<file path="src/rtl/fft_input_buffer.sv">
// Ping-pong input buffer: fills one bank in natural order while replaying the
// other bank in bit-reversed order on a valid/ready output stream.
module fft_input_buffer #(
  parameter int unsigned NUM = 16,
  parameter int unsigned DW  = 16
) (
  input  logic                    clk,
  input  logic                    rst,
  input  logic                    din_valid,
  input  logic [DW-1:0]           din_re,
  input  logic [DW-1:0]           din_im,
  output logic                    din_ready,
  output logic                    dout_valid,
  output logic [DW-1:0]           dout_re,
  output logic [DW-1:0]           dout_im,
  output logic [$clog2(NUM)-1:0]  dout_idx,
  output logic                    dout_last,
  input  logic                    dout_ready
);

  localparam int unsigned AW = $clog2(NUM);
  localparam int unsigned SW = 2 * DW;

  // Sample storage, {re, im} per entry; contents are intentionally not reset.
  logic [SW-1:0] mem [2][NUM];

  logic [1:0]    full;
  logic          wr_bank;
  logic [AW-1:0] wr_cnt;
  logic          rd_bank;
  logic [AW-1:0] rd_cnt;

  logic          wr_en;
  logic          wr_last;
  logic          rd_load;
  logic          rd_last;
  logic [AW-1:0] rd_addr;
  logic [SW-1:0] rd_word;
  logic [1:0]    full_nxt;

  // Input is accepted whenever the bank being written is not holding a frame.
  assign din_ready = ~full[wr_bank];

  // Handshake decode, bit-reversed read address and full-flag update.
  always_comb begin
    wr_en    = din_valid & din_ready;
    wr_last  = (wr_cnt == AW'(NUM - 1));
    rd_load  = full[rd_bank] & (~dout_valid | dout_ready);
    rd_last  = (rd_cnt == AW'(NUM - 1));
    rd_addr  = '0;
    for (int i = 0; i < int'(AW); i++) begin
      rd_addr[i] = rd_cnt[int'(AW) - 1 - i];
    end
    rd_word  = mem[rd_bank][rd_addr];
    full_nxt = full;
    // A set needs the bit clear and a clear needs it set, so they never collide.
    if (wr_en && wr_last) begin
      full_nxt[wr_bank] = 1'b1;
    end
    if (rd_load && rd_last) begin
      full_nxt[rd_bank] = 1'b0;
    end
  end

  // Bank write port: sample lands at the accepting edge.
  always_ff @(posedge clk) begin
    if (wr_en) begin
      mem[wr_bank][wr_cnt] <= {din_re, din_im};
    end
  end

  // Write-side pointer and bank selection.
  always_ff @(posedge clk or negedge rst) begin
    if (!rst) begin
      wr_bank <= 1'b0;
      wr_cnt  <= '0;
    end else if (wr_en) begin
      if (wr_last) begin
        wr_bank <= ~wr_bank;
        wr_cnt  <= '0;
      end else begin
        wr_cnt  <= wr_cnt + AW'(1);
      end
    end
  end

  // Bank occupancy flags.
  always_ff @(posedge clk or negedge rst) begin
    if (!rst) begin
      full <= '0;
    end else begin
      full <= full_nxt;
    end
  end

  // Read-side pointer and registered output beat.
  always_ff @(posedge clk or negedge rst) begin
    if (!rst) begin
      rd_bank    <= 1'b0;
      rd_cnt     <= '0;
      dout_valid <= 1'b0;
      dout_re    <= '0;
      dout_im    <= '0;
      dout_idx   <= '0;
      dout_last  <= 1'b0;
    end else if (rd_load) begin
      dout_valid <= 1'b1;
      dout_re    <= rd_word[SW-1:DW];
      dout_im    <= rd_word[DW-1:0];
      dout_idx   <= rd_cnt;
      dout_last  <= rd_last;
      if (rd_last) begin
        rd_bank  <= ~rd_bank;
        rd_cnt   <= '0;
      end else begin
        rd_cnt   <= rd_cnt + AW'(1);
      end
    end else if (dout_ready) begin
      dout_valid <= 1'b0;
    end
  end

endmodule

</file>
<file path="config.mk">
export PLATFORM = sky130hd
export DESIGN_NAME = fft_input_buffer
export DESIGN_NICKNAME = d
export VERILOG_FILES = /design/src/rtl/fft_input_buffer.sv
export SDC_FILE = /design/constraint.sdc
export NUM_CORES = 1
export LEC_CHECK = 0
export CAP_MARGIN = 0
export CORE_ASPECT_RATIO = 1.2
export CORE_MARGIN = 4
export CORE_UTILIZATION = 40
export DETAILED_ROUTE_END_ITERATION = 12
export HOLD_SLACK_MARGIN = 0.12
export PLACE_DENSITY_LB_ADDON = 0.2
export SYNTH_ARGS = -nofsm -noshare
export SYNTH_HDL_FRONTEND = slang
export SYNTH_SLANG_ARGS = --single-unit
</file>
<file path="constraint.sdc">
create_clock -name clk -period 4.6 [get_ports clk]
set_clock_uncertainty 0.15 [all_clocks]
set_input_delay 1.38 -clock clk [delete_from_list [all_inputs] [get_ports clk]]
set_output_delay 1.38 -clock clk [all_outputs]
set_load 0.01 [all_outputs]
</file>
Word-level counts from Yosys, hierarchy flattened --
Memories as Yosys holds them, arrays and structs flattened. Index checks and enable logic that the tools add are counted.
Operators by class: $add $sub $neg 2, magnitude comparators 7, equality and inequality tests 2, muxes and demuxes 21, bitwise operators 12, reduce and logical (&&, ||, !) cells 8
Operators with widths (count):
- $mux W512 | 1
- $bmux W32 S4 | 1
- $demux W32 S4 | 1
- $mux W32 | 3
- $ge A5 B5 Y1 const B | 2
- $not A4 Y5 | 2
- $mux W1 | 9
- $add A4 B1 Y4 const B | 2
- $eq A4 B4 Y1 const B | 2
- $mux W4 | 2
- $logic_and A1 B1 Y1 | 5
- $lt A5 B1 Y1 const B | 1
- $lt A1 B2 Y1 const B | 2
- $mux W2 | 2
- $not A1 Y1 | 4
- $reduce_and A2 Y1 | 2
- $and A1 B1 Y1 | 2
- $and A2 B2 Y2 | 1
- $demux W1 S1 | 2
- $ge A1 B1 Y1 const B | 2
- $not A2 Y2 | 1
- $or A2 B2 Y2 | 1
- $reduce_bool A2 Y1 | 1
- $or A1 B1 Y1 | 1
Word-level totals: bits in registers 50, bits in writable memories 1024, input bits 36, output and inout bits 39, word-level logic and storage cells 63, memories 1
Memory list:
- mem | words 2, bits a word 512, read ports 1, clocked after memory_dff 0, write ports 1, RTL line 25 | logic [SW-1:0] mem [2][NUM];

Logic depth before layout (Yosys ltp) --
depth after elaboration 8, depth in mapped cells 9, gate-level depth less buffers 4

Least setup slack after synthesis --
OpenSTA, ideal clock, no wires.
path kind input to register, start input port din_valid, end memory mem[0][100] in the netlist's numbering (enable), library setup time 0.461 ns, arrival time 4.005 ns, required time 3.989 ns, path slack -0.016 ns, stages on the path 3, path buffers 0, path through and2_0 > nand2_1 > nor3_1
Between the ends: cells in the longest elaborated chain, start to end 3
Ends and longest elaborated chain:
- start, declared | RTL line 9 | input logic din_valid,
- $and A1 B1 Y1 | RTL line 46 | wr_en = din_valid & din_ready;
- $mux W1 | RTL line 67 | if (wr_en) begin
- $mux W512 (implied by the code) | RTL line 68 | mem[wr_bank][wr_cnt] <= {din_re, din_im};
- end, declared | RTL line 25
No other way between the ends.

Worst setup path after layout --
start register wr_bank, end output port din_ready
Between the ends: cells in the longest elaborated chain, start to end 3
Ends and longest elaborated chain:
- start, declared | RTL line 28 | logic wr_bank;
- start signal, assigned | RTL line 79 | wr_bank <= ~wr_bank;
- $mux W1 (implied by the code) (2 in a row) | RTL line 42 | assign din_ready = ~full[wr_bank];
- $not A1 Y1 | RTL line 42
- end, declared | RTL line 12 | output logic din_ready,
No other way between the ends. The select of a mux whose other input is x is not followed.

==> metrics <==
run status=complete, no violations; post-route antenna net violation count=0; syn_area_per_cell=around 22 um^2; vias in the first global route=just over 20k; first-pass GRT wire length=around 150,000 um; CTS Root Cell=clkbuf_16; global-route usage over all layers=a little under a fifth; hold_buf cts=0; share of the synthesized area in the top cell type=between 70 and 80%; placed insts=about 3.3k; non-filler cells, final=3,521; internal power=~0.018 W; Core Area=102,000 um^2; async set-reset flop share out of synthesis=roughly 4.7%; Tmin final=between 4 and 5 ns; period utilisation layout=between 90% and 100%; NetSw=about 0.0075 W; register bit total from synthesis=1,074; clock latency on the worst-skew pair=around 0.68 ns; Worst VDD drop=approximately 0.31 mV; Peak Freq=about 230 MHz; final WL=~100,000 um; Synth Flop Type=edfxtp_1; Comb power frac=between 20% and 30%; WL/cell=~29 um; drt pass-1 iters=5; RSZ-0062 raised after global routing=false; number of synthesized flops with an enable pin=1,024; DIE HEIGHT=359 um; crit-path max FO=11; max cap viols=0; cell accounting for the most synthesized area=edfxtp_1; Hold Path Class=register to register; Final Max Tran Viols=0; top area cells in the synthesized netlist=edfxtp_1, mux4_2, mux2i_1, dfrtp_1, a22oi_1; CTS tree=built; Arr. time, crit path=between 2 and 3 ns; element type at the critical path end=primary output; # diodes=0; Worst setup SP type=register; DR iter-0 viols=1,858; Syn-to-layout area delta=15.8%; WS Path Type=register to primary output; CTS Sinks=approximately 1.1k; antenna violations before repair=0; Die Wd=301 um; Synth Instances=~1.9k; Via density=approximately 5.5; share of post-route cells with drive strength above 1=a little under a quarter; clk buf depth=3; fillers=around 8.4k; Post-CTS Setup Bufs=0; pwr dens=approximately 540 nW/um^2; DRC viols=0; post-synthesis sequential area ratio=~80%; PortBufs=between 70 and 80; GRT overflow=0; Worst Max-Slew Pin Slew=between 1 and 1.5 ns; Crit path required time=3.07 ns; Net Sw Frac=just under 30%; syn nets=between 1.5k and 2k; CTS Buf Count=between 100 and 150; most frequent cell after synthesis=edfxtp_1; Syn Std Cell Area=between 40,000 and 50,000 um^2; clock network power share=approximately 32%; Final Hold Viols=0; P_leak=about 15 nW; minimum hold slack=0.345 ns; die area=about 110,000 um^2; synth cell count leaders=edfxtp_1, mux2i_1, mux4_2; post-CTS resize count=0; number of H-tree levels=3; pin count of the biggest net entering global routing=between 70 and 80; I/O pin count=75; vias post-DR=around 20k; Starting Density=around two fifths; Warnings, synthesis=0; Final HPWL DP=a little over 60,000 um; Finish-stage setup viols=0; Flop pwr share=between 40% and 50%; count of cell types in the netlist=42; Clock transition at path regs=about 0.060 ns; nets=about 2.1k; GP Congestion=around 0.78; Slew headroom=~20%; Std-Cell Rows=around 130
per-layer routing:
metal	part of all wire, %	track usage [%]
met1	40	24.5
met2	53	34.0
met3	4.5	2.60
met4	1.9	4.76
met5	0	0
flip-flops by register name (all words and copies together), names as in the netlist:
signal      count
mem          1024
dout_valid      1
wr_bank         1
dout_idx        4
dout_last       1
rd_bank         1
dout_re        16
dout_im        16
wr_cnt          4
rd_cnt          4
full            2
final timing paths:
path | from | endpoint | slack (ns) | cells after the start
setup reg to reg | wr_bank | mem[0][308] | 1.18 | 6
hold reg to reg | dout_last | dout_last | 0.35 | 1
max in group asynchronous | rst | rd_bank | 2.95 | 1
min in group asynchronous | rst | dout_im[13] | 0.65 | 1
setup / recovery | wr_bank | din_ready | 0.27 | 2
hold / removal | dout_last | dout_last | 0.35 | 1
power by group through the flow:
stage | Sequential [W] | Combinational, W | Clock [W]
4_1_cts | 0.0119 | 0.00580 | 0.00842
3_3_place_gp | 0.0121 | 0.00574 | 0
6_report | 0.0119 | 0.00566 | 0.00825
2_1_floorplan | 0.0118 | 0.00341 | 0
3_5_place_dp | 0.0121 | 0.00578 | 0
5_1_grt | 0.0120 | 0.00603 | 0.00886
cell type report:
cell class	instances	area, um^2	area share (%)
clock buffer	140	2830	5.94
clock inverter	53	472	0.991
inverter	5	23.8	0.0500
multi-input combinational	697	8760	18.4
tap	1365	1710	3.59
sequential	1074	32000	67.3
timing repair buffer	187	1790	3.75
critical path, cell delays in order (launching register included):
cell and delay (ns):
dfrtp_1 0.72, mux2i_1 0.72, clkdlybuf4s50_1 0.68
per-stage QoR:
stage | setup WS, ns | area, um^2 | setup TNS [ns] | total power [W] | util (%)
after floorplan | -0.000349 | 41100 | -0.0112 | 0.0153 | -
after CTS | 0.165 | 47600 | 0 | 0.0261 | 46.8
after global routing | 0.169 | 47600 | 0 | 0.0268 | 46.8
after global placement | 0.641 | 44300 | 0 | 0.0178 | 43.6
final | 0.274 | 47600 | 0 | 0.0258 | 46.8
after detailed placement | 0.688 | 44300 | 0 | 0.0179 | 43.6
kinds of logic after synthesis:
| logic type | share of synthesized area, % |
|---|---|
| flops | 77.8 |
| mux | 16.0 |
| compound gates | 3.45 |
| buf+inv | 1.56 |
| simple gates | 0.992 |
| fa+ha+maj | 0.152 |
| xor+xnor | 0.0639 |
cell usage in the layout, fill, tap and decap left out, types with 17 or more instances in the layout:
| master | instances |
|---|---|
| a22oi_1 | 74 |
| a32oi_1 | 32 |
| buf_4 | 98 |
| clkbuf_1 | 28 |
| clkbuf_16 | 105 |
| clkdlybuf4s50_1 | 73 |
| clkinv_1 | 17 |
| clkinv_2 | 19 |
| dfrtp_1 | 48 |
| edfxtp_1 | 1024 |
| mux2i_1 | 240 |
| mux4_2 | 182 |
| nor2_4 | 28 |
| o211ai_1 | 25 |
| o22a_1 | 32 |
No activity file was read; power rests on OpenSTA's default activity.
==> patch 1, RTL diff (config.mk and constraints unchanged) <==
Set the parameter `DW` to 14 (it was 16).
--- a/src/rtl/fft_input_buffer.sv
+++ b/src/rtl/fft_input_buffer.sv
@@ -3,5 +3,5 @@
 module fft_input_buffer #(
   parameter int unsigned NUM = 16,
-  parameter int unsigned DW  = 16
+  parameter int unsigned DW  = 14
 ) (
   input  logic                    clk,
Interface: changed (resized din_im, din_re, dout_im and dout_re); port bits go from 75 to 67. The function was not compared with the original's and may differ.
==> patch 1 against the original RTL <==
Setup slack better by 0.46 ns. Sequential cell count down 132. Final cell count is 11% lower. Register-to-register slack better by 0.20 ns. Synthesized area fell by 12%. First-iteration DRC count shrank 2.1%. Wire length shrank 9.6%. Final area fell by 12%.
Power is not compared: it rests on default switching activity, and its combinational part moved more than twofold at a synthesized area within 25%.
==> patch 1: results (changes against the original RTL) <==
| Metric | Value |
|---|---|
| Worst Hold Depth | `2 (+1)` |
| Top post-synthesis cells by count | `896 x edfxtp_1, 279 x mux2i_1, 113 x mux4_2, 108 x a22oi_1, 61 x buf_2` |
| Number of DRC violations after detailed-routing iteration 0 | `1,819 (-2.1%)` |
| FF+latch count, synth | `942 (-12%)` |
| EDFF count, synth | `896 (-13%)` |
| Port Buf Inserts | `66 (-11%)` |
| Non-clock buffer area fraction after layout | `0.0334 (-0.00412)` |
| Power, Total | `0.0201 W` |
| Met2 wire length | `43.5 mm (-20%)` |
| Fin util | `0.466 (-0.00188)` |
| Dpl ws | `0.718 ns (+0.0301 ns)` |
| Met3 wire length | `5.37 mm (+16%)` |
| Via count | `17,800 (-8.9%)` |
| First-pass GRT wire length | `132 mm (-11%)` |
| Layout Nets | `1,946 (-7.7%)` |
| Top flop regs | `mem: 896 flops, dout_im: 14 flops, dout_re: 14 flops` |
| Multi-input combinational area share | `0.188 (+0.00378)` |
| Mean routed wirelength per cell | `29.5 um (+1.3%)` |
| Clk_buf instances | `121 (-14%)` |
| Worst slew margin | `0.357 (+0.161)` |
| Multi-input comb cells | `725 (+4.0%)` |
| Met3 usage | `0.0311 (+0.00518)` |
| Dpl cells | `2,974 (-11%)` |
| GPL Wtd Cong | `0.799 (+2.1%)` |
| Filler cells | `7,410 (-11%)` |
| Largest net degree at the start of global routing | `56 (-21%)` |
| Total track usage | `0.195 (+0.00536)` |
| CTS Buf Count | `92 (-11%)` |
| Post-DP HPWL | `56.8 mm (-6.7%)` |
| Hold path start | `dout_idx[0]` |
| Area after DPL | `38,800 um2 (-12%)` |
| Final hold slack | `0.325 ns (-0.0203 ns)` |
| Clock Latency Late Sink | `0.65 ns (-0.03 ns)` |
| Synth unique cells | `40 (-4.8%)` |
| WP data arrival | `2.33 ns (-0.47 ns)` |
| Top cells by area, synth | `edfxtp_1 74%, mux2i_1 7.7%, mux4_2 7.0%` |
| Drt total wl | `92.7 mm (-9.6%)` |
| Delay of the slowest critical-path stage | `0.74 ns (+0.02 ns)` |
| Buffers, non-clock | `144 (-23%)` |
| Antenna violations before repair | `1 (+1)` |
| Met1 Wirelength | `41.3 mm (about the same)` |
| CP Max Fanout | `12 (+1)` |
| GR Layer Usage met2 | `0.302 (-0.0374)` |
| Run status | `completed` |
| Yosys warns | `0 (unchanged)` |
| Post-synth ARST share | `0.0488 (+0.00228)` |
| Inverters | `4 (-1)` |
| Final Worst Setup Slack | `0.738 ns (+0.464 ns)` |
| DIE AREA | `95,400 um2 (-12%)` |
| Crit Reg-Reg Endpoint | `mem[1][388]` |
| Register area share after synthesis | `0.775 (-0.00313)` |
## patch 1: changes by cell type in the layout (fill, tap and decap cells not counted), sizes merged, moves of 18 or more
cell           unedited run  this run
nand2                    13        31
a22oi                    74       108
a211o                     1        27
mux2i                   240       279
edfxtp                 1024       896
o22a                     32         0
clkbuf                  140       121
mux4                    182       113
a21oi                     1        28
clkdlybuf4s50            73        38
## patch 1: kinds of logic (layout without fill, tap and decap cells)
| family | after synthesis | count (layout) | share of synthesized area |
|---|---|---|---|
| AO/OA/AOI/OAI | 231 | 231 | 0.0477 |
| XOR/XNOR | 4 | 4 | 0.000968 |
| multiplexers | 393 | 393 | 0.148 |
| AND/OR/NAND/NOR | 92 | 92 | 0.0118 |
| adder cells (fa/ha/maj) | 5 | 5 | 0.00173 |
| buffers and inverters | 107 | 317 | 0.0147 |
| flip-flops | 942 | 942 | 0.775 |
## patch 1: tightest hold or removal path, delay by kind of cell, from the launching register on
kind             cells  cell delay [ns]
DFF                  1             0.34
and+or+nand+nor      2             0.10
==> patch 2, RTL diff (config.mk and constraints unchanged) <==
Without the edit above. Make the reset (`rst`) synchronous in 3 clocked blocks.
--- a/src/rtl/fft_input_buffer.sv
+++ b/src/rtl/fft_input_buffer.sv
@@ -71,5 +71,5 @@
 
   // Write-side pointer and bank selection.
-  always_ff @(posedge clk or negedge rst) begin
+  always_ff @(posedge clk) begin
     if (!rst) begin
       wr_bank <= 1'b0;
@@ -86,5 +86,5 @@
 
   // Bank occupancy flags.
-  always_ff @(posedge clk or negedge rst) begin
+  always_ff @(posedge clk) begin
     if (!rst) begin
       full <= '0;
@@ -95,5 +95,5 @@
 
   // Read-side pointer and registered output beat.
-  always_ff @(posedge clk or negedge rst) begin
+  always_ff @(posedge clk) begin
     if (!rst) begin
       rd_bank    <= 1'b0;
Function: no difference found for any inputs over 4 cycles, from zero or initial values and one cycle with rst low; that may be too few to reach the edited logic, so the function may still have changed.
==> patch 2 against the original RTL <==
Critical path depth did not move. Wire length rose by 0.70%. Via count rose by 2.0%. Fmax rose by 11%. Setup slack improved by 0.43 ns. Final cell count rose by 1.5%. Register-to-register slack improved by 0.09 ns. Non-clock buffer count fell by 3. Final area fell by 0.23%. Synthesized area fell by 0.16%. Utilization fell by 0.11 points. Synthesized cell count rose by 3.8%. Sequential cell count rose by 1.
Power is not compared: it rests on default switching activity, and its combinational part moved more than twofold at a synthesized area within 25%.
==> patch 2: results (changes against the original RTL) <==
| Metric | Value |
|---|---|
| Clk tree area frac | `0.0698 (+0.000421)` |
| Drt total wl | `103 mm (+0.70%)` |
| GR Layer Usage met2 | `0.320 (-0.0196)` |
| Run status | `completed` |
| Vias in the first global route | `20,900 (+3.8%)` |
| # diodes | `2 (+2)` |
| Fin util | `0.467 (-0.00106)` |
| Routing usage on met1 | `0.258 (+0.0131)` |
| Top post-synthesis cells by count | `1,024 x edfxtp_1, 194 x mux2i_1, 192 x mux4_2, 82 x nand2_1, 64 x a22oi_1` |
| FF/Latch Area | `31,800 um2 (-0.72%)` |
| Total track usage | `0.191 (+0.000949)` |
| Filler cells | `8,411 (+0.48%)` |
| Met2 wire length | `51.6 mm (-5.6%)` |
| Synthesized instance count | `1,951 (+3.8%)` |
| CP top delay family | `buffers and inverters` |
| Buffers, non-clock | `184 (-1.6%)` |
| Area of the multi-input gates | `8890 um2 (+1.4%)` |
| Multi-input comb cells | `755 (+8.3%)` |
| Clk_buf instances | `134 (-4.3%)` |
| Post-synth ARST share | `0 (-0.0466)` |
| CTS Buf Count | `101 (-1.9%)` |
| CP Max Fanout | `5 (-6)` |
| Met1 Wirelength | `43.3 mm (+4.7%)` |
| R2r setup slk | `1.27 ns (+0.09 ns)` |
| Number of DRC violations after detailed-routing iteration 0 | `1,901 (+2.3%)` |
| Layout Nets | `2,163 (+2.6%)` |
| Final period utilization | `0.848 (-0.0926)` |
| Top cells by area, synth | `edfxtp_1 75%, mux4_2 11%, mux2i_1 4.7%` |
| Via density per instance | `5.56 (+0.44%)` |
| Final non-filler cell total | `3,575 (+1.5%)` |
| GPL Wtd Cong | `0.791 (+1.1%)` |
| WP data arrival | `2.37 ns (-0.43 ns)` |
| Dpl cells | `3,384 (+1.7%)` |
| Layout cells sized above 1 | `0.224 (-0.00447)` |
| Register area share after synthesis | `0.774 (-0.00433)` |
| Antenna violations before repair | `4 (+4)` |
| Synth unique cells | `40 (-4.8%)` |
patch 2: final timing paths:
check	startpoint	endpoint	depth (start not counted)
max	wr_bank	din_ready	2
min	dout_idx[1]	dout_idx[1]	2
max reg2reg	rd_cnt[3]	dout_re[3]	5
min reg2reg	dout_idx[1]	dout_idx[1]	2
patch 2: worst register-to-register path, stage by stage, from the launching register on:
cell and delay (ns):
dfxtp_4 0.85, buf_4 0.79, mux4_2 0.55, mux2i_1 0.46
o22ai_1 0.16, o31a_1 0.25
patch 2: kinds of logic (layout without fill, tap and decap cells):
| group | Yosys count | count (layout) | synth area share |
|---|---|---|---|
| buf+inv | 121 | 378 | 0.0165 |
| fa+ha+maj | 5 | 5 | 0.00152 |
| flops | 1075 | 1075 | 0.774 |
| compound gates | 208 | 208 | 0.0379 |
| xor+xnor | 6 | 6 | 0.00128 |
| mux | 387 | 387 | 0.153 |
| simple gates | 149 | 149 | 0.0157 |
| other cells | 0 | 2 | 0 |
